**src/rtl/usb_fs_pkg.sv**
```systemverilog
// Shared types and constants for the full-speed USB receive front-end.
//   line_state_t : decoded {D+, D-} pair (J, K, SE0, SE1)
//   rx_state_t   : framing FSM states
//   decode_line  : maps the synchronised {D+, D-} pair onto line_state_t
package usb_fs_pkg;

   typedef enum logic [1:0] {
      LS_SE0 = 2'b00,
      LS_K   = 2'b01,
      LS_J   = 2'b10,
      LS_SE1 = 2'b11
   } line_state_t;

   typedef enum logic [1:0] {
      ST_IDLE,
      ST_SYNC,
      ST_DATA,
      ST_EOP
   } rx_state_t;

   localparam int unsigned SYNC_PID_BITS = 8;
   localparam int unsigned STUFF_LIMIT   = 6;

   // {D+, D-} maps one-to-one onto the enum encoding.
   function automatic line_state_t decode_line(input logic dp, input logic dn);
      return line_state_t'({dp, dn});
   endfunction

endpackage

```
**src/rtl/usb_fs_bit_recovery.sv**
```systemverilog
// Line synchroniser, line-state decode and 4x-oversampling bit timing.
//   i_clk / i_rst_n : 48 MHz clock, async active-low reset
//   i_dp / i_dn     : raw asynchronous D+ / D-
//   o_line_state    : synchronised, decoded line state (registered)
//   o_bit_strobe    : high in the cycle o_line_state should be sampled (registered)
module usb_fs_bit_recovery
   import usb_fs_pkg::*;
(
   input  logic        i_clk,
   input  logic        i_rst_n,
   input  logic        i_dp,
   input  logic        i_dn,
   output line_state_t o_line_state,
   output logic        o_bit_strobe
);

   logic [1:0]  r_dp_sync;
   logic [1:0]  r_dn_sync;
   line_state_t r_line_state;
   logic [1:0]  r_phase;
   logic        r_bit_strobe;
   line_state_t w_line_now;
   logic [1:0]  w_phase_nxt;

   assign w_line_now  = decode_line(r_dp_sync[1], r_dn_sync[1]);
   // Any line transition re-centres the sampling point; otherwise free-run mod 4.
   assign w_phase_nxt = (w_line_now != r_line_state) ? 2'd0 : r_phase + 2'd1;

   // Synchronisers come out of reset at idle J so no spurious SE0 is seen.
   always_ff @(posedge i_clk or negedge i_rst_n) begin
      if (!i_rst_n) begin
         r_dp_sync    <= 2'b11;
         r_dn_sync    <= 2'b00;
         r_line_state <= LS_J;
         r_phase      <= 2'd0;
         r_bit_strobe <= 1'b0;
      end else begin
         r_dp_sync    <= {r_dp_sync[0], i_dp};
         r_dn_sync    <= {r_dn_sync[0], i_dn};
         r_line_state <= w_line_now;
         r_phase      <= w_phase_nxt;
         r_bit_strobe <= (w_phase_nxt == 2'd2);
      end
   end

   assign o_line_state = r_line_state;
   assign o_bit_strobe = r_bit_strobe;

endmodule

```
**src/rtl/usb_fs_rx_phy.sv**
```systemverilog
// Full-speed USB receive front-end: SYNC detect, NRZI decode, bit unstuffing,
// byte framing, EOP / error flagging and bus-reset detection.
//   clk_48mhz, reset_n   : clock, async active-low reset
//   usb_p_rx, usb_n_rx   : raw D+ / D-
//   rx_en                : low while the device transmits (echo suppression)
//   pkt_start            : pulse after SYNC
//   rx_data / rx_valid   : received byte (LSB first on wire) and its pulse
//   pkt_end              : pulse on a byte-aligned EOP
//   rx_err               : pulse on stuff error, SE1 or misaligned EOP
//   usb_reset            : level, SE0 held for RESET_CYCLES or more
module usb_fs_rx_phy
   import usb_fs_pkg::*;
#(
   parameter int unsigned RESET_CYCLES   = 120,
   parameter int unsigned SYNC_MIN_ZEROS = 3
) (
   input  logic       clk_48mhz,
   input  logic       reset_n,
   input  logic       usb_p_rx,
   input  logic       usb_n_rx,
   input  logic       rx_en,
   output logic       pkt_start,
   output logic [7:0] rx_data,
   output logic       rx_valid,
   output logic       pkt_end,
   output logic       rx_err,
   output logic       usb_reset
);

   localparam int unsigned RST_CNT_W = $clog2(RESET_CYCLES + 1);
   localparam int unsigned ZERO_W    = $clog2(SYNC_MIN_ZEROS + 1);
   localparam int unsigned ONES_W    = $clog2(STUFF_LIMIT + 1);
   localparam int unsigned BIT_CNT_W = $clog2(SYNC_PID_BITS);

   line_state_t          w_line_state;
   logic                 w_bit_strobe;
   logic                 w_bit;
   logic                 w_is_jk;

   rx_state_t            r_state;
   line_state_t          r_prev_ls;
   logic [ZERO_W-1:0]    r_zero_cnt;
   logic [ONES_W-1:0]    r_ones_cnt;
   logic [BIT_CNT_W-1:0] r_bit_cnt;
   logic [6:0]           r_shift;
   logic                 r_eop_se0;
   logic                 r_aligned;
   logic [RST_CNT_W-1:0] r_rst_cnt;
   logic                 r_usb_reset;
   logic                 r_pkt_start;
   logic [7:0]           r_rx_data;
   logic                 r_rx_valid;
   logic                 r_pkt_end;
   logic                 r_rx_err;

   usb_fs_bit_recovery u_bit_rec (
      .i_clk        (clk_48mhz),
      .i_rst_n      (reset_n),
      .i_dp         (usb_p_rx),
      .i_dn         (usb_n_rx),
      .o_line_state (w_line_state),
      .o_bit_strobe (w_bit_strobe)
   );

   // NRZI: no transition decodes as 1.
   assign w_bit   = (w_line_state == r_prev_ls);
   assign w_is_jk = (w_line_state == LS_J) || (w_line_state == LS_K);

   // Bus reset: consecutive SE0 cycles, independent of rx_en.
   always_ff @(posedge clk_48mhz or negedge reset_n) begin
      if (!reset_n) begin
         r_rst_cnt   <= '0;
         r_usb_reset <= 1'b0;
      end else if (w_line_state == LS_SE0) begin
         if (r_rst_cnt != RST_CNT_W'(RESET_CYCLES)) r_rst_cnt <= r_rst_cnt + RST_CNT_W'(1);
         if (r_rst_cnt >= RST_CNT_W'(RESET_CYCLES - 1)) r_usb_reset <= 1'b1;
      end else begin
         r_rst_cnt   <= '0;
         r_usb_reset <= 1'b0;
      end
   end

   // Framing FSM; all pulses default low each cycle.
   always_ff @(posedge clk_48mhz or negedge reset_n) begin
      if (!reset_n) begin
         r_state     <= ST_IDLE;
         r_prev_ls   <= LS_J;
         r_zero_cnt  <= '0;
         r_ones_cnt  <= '0;
         r_bit_cnt   <= '0;
         r_shift     <= '0;
         r_eop_se0   <= 1'b0;
         r_aligned   <= 1'b0;
         r_pkt_start <= 1'b0;
         r_rx_data   <= 8'h00;
         r_rx_valid  <= 1'b0;
         r_pkt_end   <= 1'b0;
         r_rx_err    <= 1'b0;
      end else begin
         r_pkt_start <= 1'b0;
         r_rx_valid  <= 1'b0;
         r_pkt_end   <= 1'b0;
         r_rx_err    <= 1'b0;
         if (!rx_en || r_usb_reset) begin
            r_state   <= ST_IDLE;
            r_prev_ls <= LS_J;
         end else if (w_bit_strobe) begin
            case (r_state)
               ST_IDLE: begin
                  r_prev_ls <= LS_J;
                  if (w_line_state == LS_K) begin
                     // First K after idle J is the first SYNC zero.
                     r_state    <= ST_SYNC;
                     r_prev_ls  <= LS_K;
                     r_zero_cnt <= ZERO_W'(1);
                  end
               end
               ST_SYNC: begin
                  if (!w_is_jk) begin
                     r_state   <= ST_IDLE;
                     r_prev_ls <= LS_J;
                  end else begin
                     r_prev_ls <= w_line_state;
                     if (!w_bit) begin
                        if (r_zero_cnt < ZERO_W'(SYNC_MIN_ZEROS)) r_zero_cnt <= r_zero_cnt + ZERO_W'(1);
                     end else if (r_zero_cnt >= ZERO_W'(SYNC_MIN_ZEROS)) begin
                        r_pkt_start <= 1'b1;
                        r_bit_cnt   <= '0;
                        r_ones_cnt  <= '0;
                        r_state     <= ST_DATA;
                     end else begin
                        r_state   <= ST_IDLE;
                        r_prev_ls <= LS_J;
                     end
                  end
               end
               ST_DATA: begin
                  if (w_line_state == LS_SE0) begin
                     r_state   <= ST_EOP;
                     r_eop_se0 <= 1'b1;
                     r_aligned <= (r_bit_cnt == '0);
                  end else if (w_line_state == LS_SE1) begin
                     r_rx_err  <= 1'b1;
                     r_state   <= ST_EOP;
                     r_eop_se0 <= 1'b0;
                  end else begin
                     r_prev_ls <= w_line_state;
                     if (r_ones_cnt == ONES_W'(STUFF_LIMIT)) begin
                        // Bit after six ones must be a stuffed zero.
                        if (w_bit) begin
                           r_rx_err  <= 1'b1;
                           r_state   <= ST_EOP;
                           r_eop_se0 <= 1'b0;
                        end else begin
                           r_ones_cnt <= '0;
                        end
                     end else begin
                        r_ones_cnt <= w_bit ? r_ones_cnt + ONES_W'(1) : '0;
                        r_shift    <= {w_bit, r_shift[6:1]};
                        r_bit_cnt  <= r_bit_cnt + BIT_CNT_W'(1);
                        if (r_bit_cnt == '1) begin
                           r_rx_data  <= {w_bit, r_shift};
                           r_rx_valid <= 1'b1;
                        end
                     end
                  end
               end
               ST_EOP: begin
                  if (w_line_state == LS_J) begin
                     r_state   <= ST_IDLE;
                     r_prev_ls <= LS_J;
                     if (r_eop_se0) begin
                        if (r_aligned) r_pkt_end <= 1'b1;
                        else           r_rx_err  <= 1'b1;
                     end
                  end
               end
               default: r_state <= ST_IDLE;
            endcase
         end
      end
   end

   assign pkt_start = r_pkt_start;
   assign rx_data   = r_rx_data;
   assign rx_valid  = r_rx_valid;
   assign pkt_end   = r_pkt_end;
   assign rx_err    = r_rx_err;
   assign usb_reset = r_usb_reset;

endmodule

```
**config.mk**
```make
export PLATFORM = sky130hd
export DESIGN_NAME = usb_fs_rx_phy
export DESIGN_NICKNAME = d
export VERILOG_FILES = /design/src/rtl/usb_fs_pkg.sv /design/src/rtl/usb_fs_bit_recovery.sv /design/src/rtl/usb_fs_rx_phy.sv
export SDC_FILE = /design/constraint.sdc
export NUM_CORES = 1
export LEC_CHECK = 0
export CAP_MARGIN = 10
export CORE_ASPECT_RATIO = 1.2
export CORE_UTILIZATION = 62
export DETAILED_ROUTE_END_ITERATION = 10
export PLACE_DENSITY = 0.84
export SLEW_MARGIN = 0
export SYNTH_ARGS = -nofsm -noshare
export SYNTH_HDL_FRONTEND = slang
export SYNTH_HIERARCHICAL = 1
export SYNTH_SLANG_ARGS = --single-unit
```
**constraint.sdc**
```tcl
create_clock -name clk_48mhz -period 3.5 [get_ports clk_48mhz]
set_input_delay 0.525 -clock clk_48mhz [delete_from_list [all_inputs] [get_ports clk_48mhz]]
set_output_delay 0.525 -clock clk_48mhz [all_outputs]
set_load 0.01 [all_outputs]
```
# After elaboration in Yosys (flattened, before gate mapping)
# Cells that the tools add are included.
dict set report classes {
  addsub 5
  n_reduce_logical 20
  eq_ne 31
  bitwise 4
  n_lt_le_gt_ge 3
  mux 77
}
# cell count
set op_table {}
lappend op_table {{$mux 2} 24}
lappend op_table {{$mux 1} 34}
lappend op_table {{$mux 3} 11}
lappend op_table {{$ne 2x2->1 const B} 11}
lappend op_table {{$reduce_and 9->1} 2}
lappend op_table {{$pmux 2 s4} 2}
lappend op_table {{$ne 3x3->1 const B} 5}
lappend op_table {{$mux 7} 2}
lappend op_table {{$reduce_and 7->1} 2}
lappend op_table {{$pmux 3 s2} 2}
lappend op_table {{$reduce_and 6->1} 2}
lappend op_table {{$eq 2x2->1 const B} 5}
lappend op_table {{$ne 5x5->1 const B} 2}
lappend op_table {{$reduce_and 4->1} 2}
lappend op_table {{$add 7x1->7 const B} 1}
lappend op_table {{$ge 7x7->1 const B} 1}
lappend op_table {{$ne 7x7->1 const B} 1}
lappend op_table {{$add 3x1->3 const B} 2}
lappend op_table {{$eq 3x3->1 const B} 2}
lappend op_table {{$reduce_bool 2->1} 3}
lappend op_table {{$reduce_bool 3->1} 2}
lappend op_table {{$reduce_and 5->1} 1}
lappend op_table {{$add 2x1->2 const B} 2}
lappend op_table {{$eq 2x1->1 const B} 2}
lappend op_table {{other kinds (12)} 17}
dict set report totals {
  word_cells 160
  out_inout_bits 13
  reg_bits 50
  input_bits 5
}

# Depth between registers and ports, before layout
dict set report depth {
  word_depth 8
  ltp_mapped 7
  ltp_nobuf 6
}

# Hierarchy
# The synthesis kept the hierarchy.
# module cells_per_inst area_per_inst_um2 instances seq_area_each_um2
set by_module_without_submodules {}
lappend by_module_without_submodules {usb_fs_rx_phy 204 2143.3 1 1027.2}
lappend by_module_without_submodules {usb_fs_bit_recovery 15 280.3 1 229.0}

# Worst setup path before layout
# No wires, ideal clock.
dict set report synth_timing {
  kind {register to register}
  start {register u_bit_rec.r_line_state[1], in the netlist u_bit_rec/o_line_state[1]}
  end {register r_shift[6]}
  t_required_ps 3397
  t_arrival_ps 1771
  setup_time_ps 103
  path_stages_with_launch 7
  period_less_slack_ps 1875
  n_path_buf 1
  setup_slack_ps 1625
  path_cell_list {dfstp_2 inv_1 ha_1 a211o_1 or3_1 buf_2 o41ai_2}
}
dict set report synth_between {
  elab_chain_len 3
  elab_cells_between_ends 6
  cone_classes {eq/ne: 2; bitwise: 2; reduce/logical: 2}
}
# element line
set synth_rtl {}
lappend synth_rtl {{from (decl)} usb_fs_bit_recovery.sv:19} ;# line_state_t r_line_state;
lappend synth_rtl {{from (signal assigned)} usb_fs_bit_recovery.sv:40} ;# r_line_state <= w_line_now;
lappend synth_rtl {{$eq 2x2->1 or $logic_not 2->1 (tied branches)} {usb_fs_rx_phy.sv:142, usb_fs_rx_phy.sv:138}}
lappend synth_rtl {{$not 1->1 (no source line)} n/a}
lappend synth_rtl {{$reduce_and 6->1 (no source line)} n/a}
lappend synth_rtl {{to (signal assigned)} usb_fs_rx_phy.sv:159} ;# r_shift <= {w_bit, r_shift[6:1]};
lappend synth_rtl {{to (decl)} usb_fs_rx_phy.sv:45} ;# logic [6:0] r_shift;
# Parallel ways exist; a longest one is shown, timed or not.
# A chain may end at the register's enable or synchronous reset.

# Worst setup path in the final report
dict set report layout_timing {
  start {register u_bit_rec.r_line_state[1], in the netlist u_bit_rec/o_line_state[1]}
  end {register r_bit_cnt[2]}
}
dict set report layout_between {
  elab_chain_len 4
  elab_cells_between_ends 11
  cone_classes {eq/ne: 8; reduce/logical: 3}
}
# element line
set layout_rtl {}
lappend layout_rtl {{$eq 2x2->1 or $eq 2x1->1 (tied branches)} usb_fs_rx_phy.sv:67} ;# assign w_is_jk = (w_line_state == LS_J) || (w_line_state == LS_K);
lappend layout_rtl {{$logic_or 1x1->1} usb_fs_rx_phy.sv:67}
lappend layout_rtl {{$ne 2x2->1 (no source line)} n/a}
lappend layout_rtl {{$reduce_and 9->1 (no source line) *} n/a}
lappend layout_rtl {{to (signal assigned)} usb_fs_rx_phy.sv:160} ;# r_bit_cnt <= r_bit_cnt + BIT_CNT_W'(1);
lappend layout_rtl {{to (decl)} usb_fs_rx_phy.sv:44} ;# logic [BIT_CNT_W-1:0] r_bit_cnt;
# Every way passes the cells marked *; elsewhere a longest branch is shown, timed or not.

==> summary.txt <==
Layout
  • Ant. Diodes: 0
  • Share of post-route cells with drive strength above 1: 0.138
  • Fin cells: 292
  • Area Overhead vs Synth: 13.7%
  • Nets: 256

Placed design
  • Post-DP HPWL: 2.98 mm
  • Global placement routability congestion: 0.874
  • DP Cell Count: 284
  • PortBufs: 17

STA
  • Final setup viols: 0
  • Worst Skew: 0.00922 ns
  • Final Max Slew Viols: 0
  • RSZ-0062 raised after global routing: no
  • FMAX: 419 MHz
  • Fin. Hold Viols: 0
  • Setup TNS: 0 ns
  • Min Tclk post-route: 2.38 ns
  • Period utilization: 0.681
  • Worst slew margin: 0.481
  • Worst-margin pin slew: 0.779 ns

Yosys
  • Mapped Avg Cell Area: 11.1 µm²
  • Synth Instances: 219
  • Ys async rst share: 1.00
  • Yosys reg bits: 50
  • Largest area contributor in the synthesized netlist: dfrtp_1
  • Most used DFF post-synth: dfrtp_1
  • Sequential element share of the synthesized area: 0.518
  • Synth top area cells: dfrtp_1 47%, ha_1 6.2%, mux2_2 5.1%
  • Syn nets: 236
  • Post-synth EDFFs: 0
  • Mapped Area: 2420 µm²
  • Distinct cells, synth: 49
  • Area share of the largest cell type after synthesis: 0.475
  • Synthesis Warnings: 6

Clock network
  • Sinks on Clock Net: 50
  • Cts repair resizes: 0
  • Clock Path Buffers: 2
  • CTS tree: yes
  • CTS Root Cell: clkbuf_8
  • H-tree Lvls: 2
  • Post-CTS Setup Inserts: 0
  • Worst skew pair latency: 0.31 ns
  • Total CTS buffers: 5
  • Clk slew on worst S/H paths: 0.10 ns
  • CTS Hold Bufs: 0

Setup path
  • CP Capture Type: flop
  • CP max stage cell: dfstp_2
  • Top delay family on crit path: simple AND/OR/NAND/NOR gates
  • CP cell instances: inv_1, ha_1, a211o_1, or3_1, and2_1, a22o_1
  • Critical Path Source Type: flop
  • Worst-path fanout max: 14
  • Critical Path AT: 2.57 ns
  • Max incr delay on CP: 0.62 ns
  • Critical path data required time: 3.69 ns
  • Critical path class: flop to flop
  • WP buf/inv: 1

Status
  • Status: finished clean

Floorplanning
  • Chip Width: 59.1 µm
  • DIE AREA: 4160 µm²
  • Die height: 70.5 µm
  • Row count: 24
  • Core Area: 3690 µm²
  • Boundary Pins: 18
  • Effective utilization at floorplan: 0.656

Detailed routing
  • ANT nets after route: 0
  • Vias per cell: 5.77
  • Routed len/inst: 14.6 µm
  • Via count: 1684
  • DRC: 0
  • Drt total wl: 4.27 mm
  • Drt first-iter violations: 110
  • Drt pass-1 iters: 4

GRT
  • Gr usage total: 0.234
  • Initial antenna violation count: 0
  • Grt total ovfl: 0
  • Vias in the first global route: 1679
  • Largest net degree at the start of global routing: 38
  • First-pass GRT wire length: 7.35 mm

Hold path
  • Worst hold path class: input port to async pin

Pwr
  • PD cells: 389 nW/µm²
  • Maximum vdd drop: 0.350 mV
  • Leakage power: 1.27 nW

Flow run
  • Max-cap violations: 0
logic make-up after synthesis:
| logic type | Yosys count | synth area share |
|---|---|---|
| and+or+nand+nor | 80 | 0.185 |
| buffers and inverters | 18 | 0.0294 |
| xor gates and xnor gates | 11 | 0.0398 |
| AOI/OAI and AO/OA | 34 | 0.102 |
| DFF | 50 | 0.518 |
| muxes | 14 | 0.0635 |
| adders and majority gates | 12 | 0.0619 |
cell usage after synthesis, types with 2 or more instances:
library cell / instances
nor2_1: 7
dfstp_2: 4
nor3_1: 3
mux2_2: 11
or4_1: 2
a21boi_0: 2
o21ai_1: 2
and2_1: 4
a22o_1: 3
a32oi_1: 2
inv_1: 12
nor2b_1: 3
nand3_1: 9
nand2b_1: 2
mux2i_1: 3
buf_2: 3
xor2_1: 5
or3_1: 4
nand2_1: 27
o21ai_0: 5
clkbuf_1: 3
ha_1: 12
a21o_1: 2
xnor2_1: 6
a21oi_1: 6
nand4b_1: 3
nand3b_1: 6
dfrtp_1: 46
and3b_1: 2
final timing paths:
check,startpoint,end,slack (ns),cells after the start
worst max-delay path,u_bit_rec/o_line_state[1],r_bit_cnt[2],1.12,6
worst min-delay path,reset_n,r_rst_cnt[5],0.28,1
worst max register to register,u_bit_rec/o_line_state[1],r_bit_cnt[2],1.12,6
worst min register to register,u_bit_rec/r_dn_sync[0],u_bit_rec/r_dn_sync[1],0.36,0
max in group asynchronous,reset_n,r_prev_ls[1],2.45,2
min in group clk_48mhz,u_bit_rec/r_dn_sync[0],u_bit_rec/r_dn_sync[1],0.36,0
state kept, by name (all words and copies together) (netlist names):
register,count
r_bit_cnt,3
u_bit_rec/r_dp_sync,2
r_zero_cnt,2
u_bit_rec/r_phase,2
r_rst_cnt,7
r_state,2
r_shift,7
rx_data,8
r_prev_ls,2
usb_reset,1
rx_err,1
rx_valid,1
r_eop_se0,1
r_ones_cnt,3
pkt_end,1
u_bit_rec/r_dn_sync,2
u_bit_rec/o_bit_strobe,1
r_aligned,1
pkt_start,1
u_bit_rec/o_line_state,2
cells in the final DEF (no fill, tap or decap), types with 3 or more instances in the layout:
master / synthesis / layout
inv_1: 12 / 12
nand3b_1: 6 / 6
nand4b_1: 3 / 3
and2_1: 4 / 4
clkbuf_8: 0 / 5
xor2_1: 5 / 5
nand2_1: 27 / 27
nand3_1: 9 / 9
a21oi_1: 6 / 6
a22o_1: 3 / 3
clkdlybuf4s50_1: 0 / 16
nor2_1: 7 / 7
dfrtp_1: 46 / 46
mux2i_1: 3 / 3
nor2b_1: 3 / 3
nor3_1: 3 / 3
xnor2_1: 6 / 6
or3_1: 4 / 4
o21ai_0: 5 / 5
ha_1: 12 / 12
mux2_2: 11 / 11
dfstp_2: 4 / 4
through the flow:
step           hold slack (ns)  area [µm²]  power (mW)  setup WS (ns)  utilization
2_1_floorplan            0.229        2420       0.647           1.63            -
3_3_place_gp             0.337        2640       0.671           1.23        0.715
3_5_place_dp             0.341        2640       0.674           1.14        0.715
4_1_cts                  0.311        2760        1.08           1.12        0.746
5_1_grt                  0.357        2760        1.11          0.998        0.746
6_report                 0.284        2760        1.07           1.12        0.746
final cells by class:
class | instances | area, µm²
timing repair buffer | 19 | 180
tap | 52 | 65.1
clock buffer | 5 | 68.8
sequential | 50 | 1260
clock inverter | 3 | 43.8
inverter | 12 | 45.0
fill | 269 | 938
multi-input combinational | 151 | 1100
worst reg2reg max path: cells and delay by family (launching register included):
| family | cells | cell delay, ns |
|---|---|---|
| adder cells (fa/ha/maj) | 1 | 0.33 |
| AND/OR/NAND/NOR | 2 | 0.72 |
| buffers and inverters | 1 | 0.09 |
| AO/OA/AOI/OAI | 2 | 0.51 |
| flip-flops | 1 | 0.62 |
per-layer routing:
layer / vias up / global-route usage / wire (µm)
met5: - / 0 / 0
met4: 0 / 0.0741 / 57
met3: 5 / 0.0500 / 123
met2: 29 / 0.394 / 2210
met1: 843 / 0.296 / 1890
li1: 807 / - / -
power breakdown:
group	internal (mW)	total [mW]	switching (mW)
sequential	0.590	0.603	0.0129
clock	0.214	0.411	0.197
combinational	0.0230	0.0581	0.0351
total	0.828	1.07	0.245
Note: power is estimated with default switching activity, not from simulation.
